`config.mk`:
```
export PLATFORM = sky130hd
export DESIGN_NAME = alu_nibble_seq
export DESIGN_NICKNAME = d
export VERILOG_FILES = /design/src/rtl/alu_nibble_seq.sv
export SDC_FILE = /design/constraint.sdc
export NUM_CORES = 1
export LEC_CHECK = 0
export BUFFER_PORTS_ARGS = -buffer_cell sky130_fd_sc_hd__buf_2
export CELL_PAD_IN_SITES_DETAIL_PLACEMENT = 1
export CELL_PAD_IN_SITES_GLOBAL_PLACEMENT = 1
export CORE_MARGIN = 8
export CORE_UTILIZATION = 30
export CTS_CLUSTER_SIZE = 14
export DETAILED_ROUTE_END_ITERATION = 7
export PLACE_DENSITY_LB_ADDON = 0.1
export SLEW_MARGIN = 20
export SYNTH_ARGS = -nofsm -noshare
export SYNTH_HDL_FRONTEND = slang
export SYNTH_SLANG_ARGS = --single-unit
```
`constraint.sdc`:
```
create_clock -name clk -period 2.2 [get_ports clk]
set_input_delay 0.33 -clock clk [delete_from_list [all_inputs] [get_ports clk]]
set_output_delay 0.33 -clock clk [all_outputs]
set_load 0.02 [all_outputs]
```
`src/rtl/alu_nibble_seq.sv`:
```
// Multi-nibble sequencer around a 4-bit ALU.
// Feeds operand nibbles LSB first, chains carry, assembles result and whole-word flags.
module alu_nibble_seq #(
    parameter int NIBBLES = 4
) (
    input  logic                 clk,
    input  logic                 rst_n,
    input  logic                 start,
    input  logic [4*NIBBLES-1:0] a,
    input  logic [4*NIBBLES-1:0] b,
    input  logic [2:0]           op,
    input  logic                 cin,
    output logic [3:0]           alu_a,
    output logic [3:0]           alu_b,
    output logic                 alu_cin,
    output logic [2:0]           alu_op,
    input  logic [3:0]           alu_r,
    input  logic                 alu_zero,
    input  logic                 alu_carry,
    input  logic                 alu_sign,
    output logic                 busy,
    output logic                 done,
    output logic [4*NIBBLES-1:0] result,
    output logic                 zero,
    output logic                 carry,
    output logic                 sign
);

    localparam int WIDTH = 4 * NIBBLES;
    localparam int IW    = (NIBBLES > 1) ? $clog2(NIBBLES) : 1;

    typedef enum logic [1:0] {
        IDLE = 2'd0,
        RUN  = 2'd1,
        DONE = 2'd2
    } state_t;

    state_t         state;
    state_t         state_nxt;
    logic [IW-1:0]  idx;
    logic [WIDTH-1:0] a_q;
    logic [WIDTH-1:0] b_q;
    logic [2:0]     op_q;
    logic           cin_q;
    logic           chain_q;
    logic           zero_acc;
    logic [WIDTH-1:0] result_q;
    logic           zero_q;
    logic           carry_q;
    logic           sign_q;
    logic           accept;
    logic           last;

    // Start is honoured only when no operation is in flight.
    assign accept = start && ((state == IDLE) || (state == DONE));
    assign last   = (state == RUN) && (idx == IW'(NIBBLES - 1));

    // State register.
    always_ff @(posedge clk or negedge rst_n) begin
        if (!rst_n) begin
            state <= IDLE;
        end else begin
            state <= state_nxt;
        end
    end

    // Next-state logic; DONE is a single-cycle state.
    always_comb begin
        state_nxt = state;
        unique case (state)
            IDLE:    if (start) state_nxt = RUN;
            RUN:     if (last) state_nxt = DONE;
            DONE:    state_nxt = start ? RUN : IDLE;
            default: state_nxt = IDLE;
        endcase
    end

    // Operand capture on an accepted start; inputs are free afterwards.
    always_ff @(posedge clk or negedge rst_n) begin
        if (!rst_n) begin
            a_q   <= '0;
            b_q   <= '0;
            op_q  <= '0;
            cin_q <= 1'b0;
        end else if (accept) begin
            a_q   <= a;
            b_q   <= b;
            op_q  <= op;
            cin_q <= cin;
        end
    end

    // Nibble index and inter-nibble carry chain.
    always_ff @(posedge clk or negedge rst_n) begin
        if (!rst_n) begin
            idx     <= '0;
            chain_q <= 1'b0;
        end else if (accept) begin
            idx     <= '0;
        end else if (state == RUN) begin
            idx     <= last ? '0 : idx + IW'(1);
            chain_q <= alu_carry;
        end
    end

    // Result assembly and running zero accumulation.
    always_ff @(posedge clk or negedge rst_n) begin
        if (!rst_n) begin
            result_q <= '0;
            zero_acc <= 1'b0;
        end else if (accept) begin
            result_q <= '0;
            zero_acc <= 1'b1;
        end else if (state == RUN) begin
            for (int i = 0; i < NIBBLES; i++) begin
                if (idx == IW'(i)) result_q[4*i +: 4] <= alu_r;
            end
            zero_acc <= zero_acc & alu_zero;
        end
    end

    // Whole-word flags change only when the final nibble is captured.
    always_ff @(posedge clk or negedge rst_n) begin
        if (!rst_n) begin
            zero_q  <= 1'b0;
            carry_q <= 1'b0;
            sign_q  <= 1'b0;
        end else if (last) begin
            zero_q  <= zero_acc & alu_zero;
            carry_q <= alu_carry;
            sign_q  <= alu_sign;
        end
    end

    // ALU drive comes from registered state only.
    always_comb begin
        alu_a = '0;
        alu_b = '0;
        for (int i = 0; i < NIBBLES; i++) begin
            if (idx == IW'(i)) begin
                alu_a = a_q[4*i +: 4];
                alu_b = b_q[4*i +: 4];
            end
        end
        alu_cin = (idx == '0) ? cin_q : chain_q;
        alu_op  = op_q;
    end

    assign busy   = (state == RUN);
    assign done   = (state == DONE);
    assign result = result_q;
    assign zero   = zero_q;
    assign carry  = carry_q;
    assign sign   = sign_q;

endmodule
```
Word-level counts from Yosys, hierarchy flattened. Index checks and enable logic that the tools add are counted.

Mux-type cells: 24. Reductions and logical operators: 16. Eq/ne operators: 7. Add/sub/neg operators: 1. Bitwise operators: 2.

Operators with widths (number): $mux 4 (12); $mux 16 (2); $reduce_and 2->1 (6); $mux 2 (5); $reduce_bool 2->1 (5); $eq 2x2->1 const B (3); $pmux 2 s3 (1); $eq 2x1->1 const B (2); $logic_not 2->1 (2); $mux 1 (4); $add 2x1->2 const B (1); $logic_and 1x1->1 (2); $ne 2x1->1 const B (1); $ne 2x2->1 const B (1); $and 1x1->1 (1); $logic_or 1x1->1 (1); $not 1->1 (1).

Word-level logic and storage cells: 65. Output and inout bits: 33. Flip-flop bits (word level): 61. Input port bits: 46.

Longest topological paths before layout. Gate-level depths: netlist of run 1.

Word-level depth: 5. Mapped depth: 7. Gate-level depth less buffers: 5.

Worst setup path after synthesis of run 1. Ideal clock, no wire load.

Path kind: register to output. Start: reg idx[0]. End: out alu_a[0]. Data arrival time: 1442 ps. Stages on the path, launching flop included: 7. Data required time: 1870 ps. Buffers on the path: 2. Slack: 428 ps. Path through: dfrtp_1 ha_1 buf_2 nor2b_1 buf_2 a22oi_1 a21oi_1.

Longest elaborated chain between the ends: 5. Elaborated cells on any way between the ends: 8. Classes of those cells: 3 x eq/ne; 4 x mux; 1 x reduce/logical.

Ends and longest elaborated chain: start: declaration (RTL line 40) `logic [IW-1:0] idx;`; start signal: assignment (RTL line 101) `idx <= last ? '0 : idx + IW'(1);`; $logic_not 2->1 (RTL line 140) `if (idx == IW'(i)) begin`; $mux 4 (3 in series) (RTL line 140); $mux 4 (*) (RTL line 140); end: declaration (RTL line 13) `output logic [3:0] alu_a,`.

Mark *: on every way between the ends. The rest lies on a longest branch, timed or not.

Worst setup path after layout of run 1. Same ends and word-level chain as after synthesis.

==> impl_metrics.ini, run 1 <==
[power]
sw_frac_of_total = 0.412
power_density_nw_per_um2 = 1630
seq_power_share = 0.331
ir_worst_vdd_uv = 630
p_switching_mw = 2.41
p_int_mw = 3.43
clockPowerShare = 0.211
leakagePower_nw = 1.84
p_comb_frac = 0.458

[clocking]
htree_levels = 3
cts_hold_buf = 0
cts_buffer_depth = 2
path_clk_slew_ns = 0.07
clock_latency_ns = 0.34
numCtsBuffers = 9
cts_root_buf = clkbuf_8
cts_sinks = 61
cts_tree = done

[routing]
drtIter0Drc = 62
avgRoutedWirePerCell_um = 16.1
drc = 0
num_vias = 2426
drt_first_pass_iters = 4
wl_mm = 8.11
via_per_inst = 4.80
ant_nets = 0

[sta]
slew_viol_final = 0
rsz0062_at_grt = yes
period_needed_ns = 2.10
worst_slack_ns = 0.105
fmax_mhz = 477
worst_hold_slack_ns = -0.00704
final_hold_viol_count = 9
setup_viol = 0
slew_headroom = 0.601
worst_pin_slew_ns = 0.598
fin_crit_sh = 0.952
finClkSkew_ns = 0.00851

[setup_path]
end_kind = output port
r2r_cells = 5
startpoint_type = flop
path_max_fanout = 7
cp_cell_sequence = inv_2 > ha_1 > nand2b_4 > o22ai_1 > a21oi_1 > buf_4
crit_start = idx[0]
r2r_end = result[11]
reg2reg_slack_ns = 0.68
slowest_stage = dfrtp_2
regToRegStartpoint = idx[0]
slowest_delay_ns = 0.44
cp.required_ns = 1.87
crit_type = reg -> out
worstSetupEndpoint = alu_a[0]
arrival_ns = 1.77

[global_route]
grt_antenna_before_repair = 0
grt_overflow_total = 0
grt_first_pass_wirelength_mm = 13.5
grtUsageTotal = 0.134
grt_max_degree = 39
grt_pass1_vias = 2577

[floorplanning]
die_x_um = 111
die_h_um = 111
die-area_um2 = 12400
io_pins = 79
core-area_um2 = 9020
initial_core_util = 0.303
std_cell_rows = 35

[synth]
syn_nets = 355
synth_edf_count = 0
synth-seq-area-share = 0.559
async_flop_share = 1.00
syn_area_um2 = 2730
synth_warnings = 0
ys_seq_elements = 61
synth_largest_area_cell = dfrtp_1
synth_cell_types = 24
synth_top_area_share = 0.559
syn_avg_cell_area_um2 = 8.96
syn_inst = 305
synthTopCellsByArea = dfrtp_1 56%, nand2_1 19%, o211ai_1 4.4%
synth_ff_type = dfrtp_1

[place]
placed_area_um2 = 3230
gp_congestion = 0.693
port_buffers = 78
pre_cts_slack_ns = 0.0652
dpl.hpwl_mm = 5.84

[run_status]
status = finished with violations
violations = negative hold slack

[layout]
areaGrowthSynthToFinish_pct = 31.4
diodes = 0
final_cell_area_um2 = 3590
finalNetCount = 439
drive_gt1_frac = 0.305

[hold_path]
hp-class = in -> async

[job]
maxCapViolations = 0
## how the worst min path moves through the flow
| stage | startpoint | end | slack, ns | cells after the start |
|---|---|---|---|---|
| detailed placement | rst_n | result[0] | 0.37 | 1 |
| finish | rst_n | result[0] | -0.007 | 1 |
| floorplan | rst_n | a_q[0] | 0.03 | 0 |
| CTS | rst_n | result[0] | 0.001 | 1 |
| global route | rst_n | result[0] | 0.03 | 1 |
| global placement | rst_n | result[0] | 0.38 | 1 |
## state kept, by name (all words and copies together) (netlist names)
signal and flops:
cin_q 1, carry 1, result 16, chain_q 1, a_q 16, zero 1, zero_acc 1, b_q 16
idx 2, state 2, sign 1, alu_op 3
## power by group through the flow
| stage | logic (mW) | clock network (mW) | registers (mW) |
|---|---|---|---|
| 3_3_place_gp | 2.42 | 0 | 1.92 |
| 3_5_place_dp | 2.47 | 0 | 1.95 |
| 2_1_floorplan | 1.50 | 0 | 2.06 |
| 5_1_grt | 2.98 | 1.31 | 2.00 |
| 4_1_cts | 2.51 | 1.26 | 1.93 |
| 6_report | 2.68 | 1.23 | 1.93 |
## area by class of cell
class                   instances  area (um2)
clock buffers                  12         145
fillers                      1107        5430
flip-flops and latches         61        1530
inverters                       5        20.0
well taps                     111         139
multi-input cells             220        1130
clock inverters                 4        95.1
repair buffers                 92         531
## synthesized netlist by cell type, drive strengths merged, types with 2 or more instances
library cell and count:
ha 4, nand2b 7, nand3b 2, dfrtp 61, buf 14, nor2 3
nand2 137, o21ai 3, o22ai 7, nor2b 3, a21oi 8, a22oi 7
clkbuf 5, nand3 17, mux2 3, o211ai 16, inv 4
## routing by layer
layer	global-route usage	share of wire	vias to the layer above
met3	0.0435	0.036	6
li1	-	-	1170
met5	0	0	-
met4	0.0347	0.0099	0
met2	0.210	0.47	50
met1	0.174	0.49	1200
## layout by cell type, fill, tap and decap left out, drive strengths merged, types with 4 or more instances in the layout
master,synthesis,layout
a21oi,8,8
a22oi,7,7
buf,14,92
clkbuf,5,12
dfrtp,61,61
ha,4,4
inv,4,4
nand2,137,137
nand2b,7,7
nand3,17,17
o211ai,16,16
o22ai,7,7
## worst max-delay path: cells and delay by family (launching register included)
family	cells	cell delay, ns
buffers and inverters	2	0.26
and+or+nand+nor	1	0.15
DFF	1	0.44
adders and majority gates	1	0.31
AOI/OAI and AO/OA	2	0.25
## logic make-up (layout without fill, tap and decap cells)
| group | Yosys count | in the layout | synth area share |
|---|---|---|---|
| AOI/OAI and AO/OA | 44 | 44 | 0.108 |
| adders and majority gates | 4 | 4 | 0.0183 |
| buffers and inverters | 24 | 113 | 0.0485 |
| DFF | 61 | 61 | 0.559 |
| muxes | 3 | 3 | 0.0124 |
| and+or+nand+nor | 169 | 169 | 0.255 |
## metrics by stage
| step | utilization | total power, mW | std cells | hold WS [ns] | setup TNS [ns] |
|---|---|---|---|---|---|
| 2_1_floorplan | - | 3.56 | 305 | 0.0344 | 0 |
| 3_3_place_gp | 0.358 | 4.34 | 483 | 0.382 | 0 |
| 3_5_place_dp | 0.358 | 4.42 | 483 | 0.372 | 0 |
| 4_1_cts | 0.387 | 5.70 | 499 | 0.00131 | 0 |
| 5_1_grt | 0.398 | 6.29 | 505 | 0.0253 | -0.0639 |
| 6_report | 0.398 | 5.84 | 505 | -0.00704 | 0 |
## repair_timing
item | in CTS | in global routing
resized for setup | 7 | 11
pin swaps | 0 | 3
setup endpoints to repair | 8 | 8
setup buffers | 0 | 6
No activity file was read; power rests on OpenSTA's default activity.
==> run 2, diff against run 1 <==
==> constraint.sdc (replaced) <==
create_clock -name clk -period 2.4 [get_ports clk]
set_input_delay 0.36 -clock clk [delete_from_list [all_inputs] [get_ports clk]]
set_output_delay 0.36 -clock clk [all_outputs]
set_load 0.02 [all_outputs]
==> run 2 against run 1 <==
  * Design area shrank 4.3%
  * Wire length shrank 0.85%
  * Clock skew grew 0.0016 ns
  * Non-clock buffer count shrank 8
  * Sequential cell count is the same
  * Utilization shrank 1.7 points
  * The flow now finishes without violations
  * Critical path type unchanged
  * Setup slack gained 0.078 ns
  * Clock power shrank 26%
  * Sequential share of layout area grew 1.9 points
  * Combinational power shrank 16%
  * Critical path depth shrank 1
  * Sequential power shrank 8%
==> impl_metrics.ini, run 2 (synthesis results as in run 1) <==
[power]
leakagePower_nw = 1.77
ir_worst_vdd_uv = 581
totalPowerFinal_mw = 4.94
power_density_nw_per_um2 = 1440

[clocking]
cts_tree = done
cts_hold_buf = 0
cts_sinks = 61
cts_buffer_depth = 2
htree_levels = 3
cts_root_buf = clkbuf_8
clock_latency_ns = 0.34
path_clk_slew_ns = 0.08
numCtsBuffers = 9

[routing]
drc = 0
ant_nets = 0
via_per_inst = 4.77
num_vias = 2374
avgRoutedWirePerCell_um = 16.1
drt_first_pass_iters = 5
wl_mm = 8.04
drtIter0Drc = 93

[setup_path]
startpoint_type = flop
reg2reg_slack_ns = 0.89
r2r_cells = 3
cp.required_ns = 2.04
slowest_stage = dfrtp_1
cp_cell_sequence = inv_1 > ha_1 > nor2_2 > a31oi_1 > buf_2
r2r_end = carry
crit_start = idx[0]
crit_type = reg -> out
worstSetupEndpoint = alu_b[2]
arrival_ns = 1.86
regToRegStartpoint = state[0]
end_kind = output port
slowest_delay_ns = 0.41
path_max_fanout = 8

[sta]
fin_crit_sh = 0.924
finClkSkew_ns = 0.0101
worst_slack_ns = 0.183
fmax_mhz = 451
finalSetupTns_ns = 0
slew_headroom = 0.618
period_needed_ns = 2.22
final_hold_viol_count = 0
slew_viol_final = 0
worst_pin_slew_ns = 0.573
rsz0062_at_grt = no
setup_viol = 0

[global_route]
grtUsageTotal = 0.133
gr-usage-met2 = 0.202
grt_first_pass_wirelength_mm = 13.4
grt_pass1_vias = 2582
met3_usage = 0.0435
grt_antenna_before_repair = 0
busiest_layer = met2
grt_overflow_total = 0
gr-usage-met1 = 0.172
grt_max_degree = 39

[place]
port_buffers = 78
gp_congestion = 0.729
pre_cts_slack_ns = 0.325
place_inst = 481
dpl.hpwl_mm = 5.55

[layout]
post-route-util = 0.381
finalNetCount = 432
drive_gt1_frac = 0.284
final_common_cell = nand2_1
layout_common_cells = 137 x nand2_1, 75 x buf_2, 61 x dfrtp_1, 17 x nand3_1, 16 x o211ai_1
areaGrowthSynthToFinish_pct = 25.7
diodes = 0
finalNonFillerCells = 498

[run_status]
status = completed

[floorplanning]
core-area_um2 = 9020
die-area_um2 = 12400
initial_core_util = 0.303
io_pins = 79
die_h_um = 111
std_cell_rows = 35
die_x_um = 111

[job]
maxCapViolations = 0

[hold_path]
hp-class = in -> async
[run 2: critical path: cells and delay by family, from the launching register on]
family / cells / cell delay [ns]
compound gates: 1 / 0.17
fa+ha+maj: 1 / 0.26
simple gates: 1 / 0.39
flops: 1 / 0.41
buf+inv: 2 / 0.29
[run 2: how the worst min path moves through the flow]
stage	startpoint	to	slack, ns	cells after the start
2_1_floorplan	rst_n	a_q[0]	0.06	0
3_3_place_gp	rst_n	result[0]	0.41	1
3_5_place_dp	rst_n	result[0]	0.40	1
4_1_cts	rst_n	b_q[14]	0.02	1
5_1_grt	rst_n	alu_op[0]	0.05	1
6_report	rst_n	alu_op[0]	0.01	1
[run 2: layout make-up]
class	count	area, um2
clock inverter	4	47.5
timing repair inverter	1	5.00
fill	1091	5590
sequential	61	1530
multi-input combinational	220	1090
timing repair buffer	84	455
inverter	5	22.5
tap	111	139
clock buffer	12	145
[run 2: metal layers]
metal  part of all wire  routed length [um]
met2               0.44                3580
met5                  0                   0
met1               0.50                3980
met3              0.046                 373
met4              0.013                 106
[run 2: where the power goes]
part / switching (mW) / internal [mW]
combinational: 1.45 / 0.798
clock: 0.400 / 0.505
sequential: 0.294 / 1.49
total: 2.15 / 2.79
[run 2: repair_timing]
| item | in CTS | in global routing |
|---|---|---|
| gates resized for setup | 1 | 8 |
| gates cloned | 0 | 1 |
| buffers inserted | 0 | 0 |
| pin swaps | 0 | 2 |
| setup endpoints to repair | 4 | 8 |
[run 2: through the flow]
step           hold slack [ns]  cell area, um2
2_1_floorplan           0.0644            2730
3_3_place_gp             0.405            3210
3_5_place_dp             0.395            3210
4_1_cts                 0.0210            3410
5_1_grt                 0.0451            3440
6_report                0.0101            3440
==> run 3, diff against run 2 <==
--- a/config.mk
+++ b/config.mk
@@ -13,6 +13,7 @@
 export CTS_CLUSTER_SIZE = 14
 export DETAILED_ROUTE_END_ITERATION = 7
 export PLACE_DENSITY_LB_ADDON = 0.1
+export RECOVER_POWER = 50
 export SLEW_MARGIN = 20
 export SYNTH_ARGS = -nofsm -noshare
 export SYNTH_HDL_FRONTEND = slang
==> run 3 against run 2 <==
  * Non-clock buffer count stayed put
  * Hold slack better by 0.19 ns
  * First-iteration DRC count is 8.6% lower
  * Register-to-register slack hardly changed
  * Design area is 0.98% lower
  * Critical path depth stayed put
  * Sequential cell count stayed put
  * Sequential share of layout area is 0.44 points higher
==> impl_metrics.ini, run 3 (synthesis results as in run 1) <==
[clocking]
clock_latency_ns = 0.34
numCtsBuffers = 9
cts_tree = done
cts_root_buf = clkbuf_8
cts_buffer_depth = 2
post_cts_buffers = 0
cts_sinks = 61
htree_levels = 3
cts_hold_buf = 0
path_clk_slew_ns = 0.08

[routing]
wl_mm = 8.01
ant_nets = 0
num_vias = 2372
drtIter0Drc = 85
drc = 0
avgRoutedWirePerCell_um = 16.1
drt_first_pass_iters = 4
via_per_inst = 4.76

[sta]
setup_viol = 0
fmax_mhz = 450
worst_slack_ns = 0.179
worst_pin_slew_ns = 1.29
fin_crit_sh = 0.925
finClkSkew_ns = 0.00952
slew_viol_final = 0
slew_headroom = 0.141
finalSetupTns_ns = 0
period_needed_ns = 2.22
rsz0062_at_grt = no
final_hold_viol_count = 0

[power]
ir_worst_vdd_uv = 582
power_density_nw_per_um2 = 1440
leakagePower_nw = 1.71

[global_route]
grt_antenna_before_repair = 0
grtUsageTotal = 0.133
grt_overflow_total = 0
grt_first_pass_wirelength_mm = 13.4
grt_pass1_vias = 2582
grt_max_degree = 39

[layout]
final_cell_area_um2 = 3400
diodes = 0
areaGrowthSynthToFinish_pct = 24.5
final_common_cell = nand2_1
drive_gt1_frac = 0.245
finalNetCount = 432
fillers = 1096
seqCellArea_um2 = 1530
post-route-util = 0.377
layout_common_cells = 137 x nand2_1, 61 x dfrtp_1, 60 x buf_2, 17 x nand3_1, 17 x clkbuf_1
finalNonFillerCells = 498
multiInputGateArea_um2 = 1090

[place]
gp_congestion = 0.729
place_inst = 481
dpl.hpwl_mm = 5.55
pre_cts_slack_ns = 0.325
port_buffers = 78
placed_area_um2 = 3210

[setup_path]
slowest_delay_ns = 0.41
path_delay_family = flip-flops
cp.required_ns = 2.04
path_buf_inv = 2
crit_type = reg -> out
arrival_ns = 1.86
cp_cell_sequence = inv_1 > ha_1 > nor2_2 > a31oi_1 > buf_2
path_max_fanout = 8
slowest_stage = dfrtp_1
startpoint_type = flop
end_kind = output port

[floorplanning]
std_cell_rows = 35
io_pins = 79
die-area_um2 = 12400
core-area_um2 = 9020
initial_core_util = 0.303
die_x_um = 111
die_h_um = 111

[run_status]
status = completed

[hold_path]
hp-class = in -> reg

[job]
maxCapViolations = 0
[run 3: through the flow]
step | hold WS [ns] | total power, mW
6_report | 0.204 | 4.90
5_1_grt | 0.196 | 5.33
4_1_cts | 0.0210 | 4.96
3_5_place_dp | 0.395 | 4.02
3_3_place_gp | 0.405 | 3.98
2_1_floorplan | 0.0644 | 3.26
[run 3: worst min-delay path, delay by kind of cell]
family,cells,cell delay [ns]
and+or+nand+nor,2,0.08
buffers and inverters,1,0.08
[run 3: timing repair]
| item | 4_1_cts | 5_1_grt |
|---|---|---|
| cloned | 0 | 1 |
| endpoints found under the hold margin | 0 | 0 |
| pin swaps | 0 | 2 |
| endpoints found under the setup margin | 4 | 8 |
| resized for setup | 1 | 8 |
[run 3: layout make-up]
type | instances | share of cell area
clock buffers | 12 | 0.0427
clock inverters | 4 | 0.0140
inverters | 5 | 0.00662
multi-input cells | 220 | 0.322
flip-flops and latches | 61 | 0.449
well taps | 111 | 0.0408
repair buffers | 84 | 0.124
repair inverters | 1 | 0.00147
[run 3: path summary, 6_finish.rpt]
check | startpoint | to | slack, ns | cells after the start
worst min-delay path | b[5] | b_q[5] | 0.20 | 3
max in group asynchronous | rst_n | alu_op[2] | 0.52 | 2
min in group asynchronous | rst_n | alu_op[0] | 0.28 | 1
worst max register to register | state[0] | carry | 0.89 | 3
worst max-delay path | idx[0] | alu_b[2] | 0.18 | 5
worst min register to register | b_q[15] | b_q[15] | 0.48 | 2
[run 3: metal layers]
metal	GRT usage	routed length, um
met1	0.172	3960
met2	0.202	3580
met3	0.0435	368
met4	0.0436	106
met5	0	0
[run 3: power by group]
group          total [mW]  switching, mW  internal (mW)
Combinational        2.22           1.45          0.768
Sequential           1.78          0.297           1.49
Clock               0.903          0.397          0.505
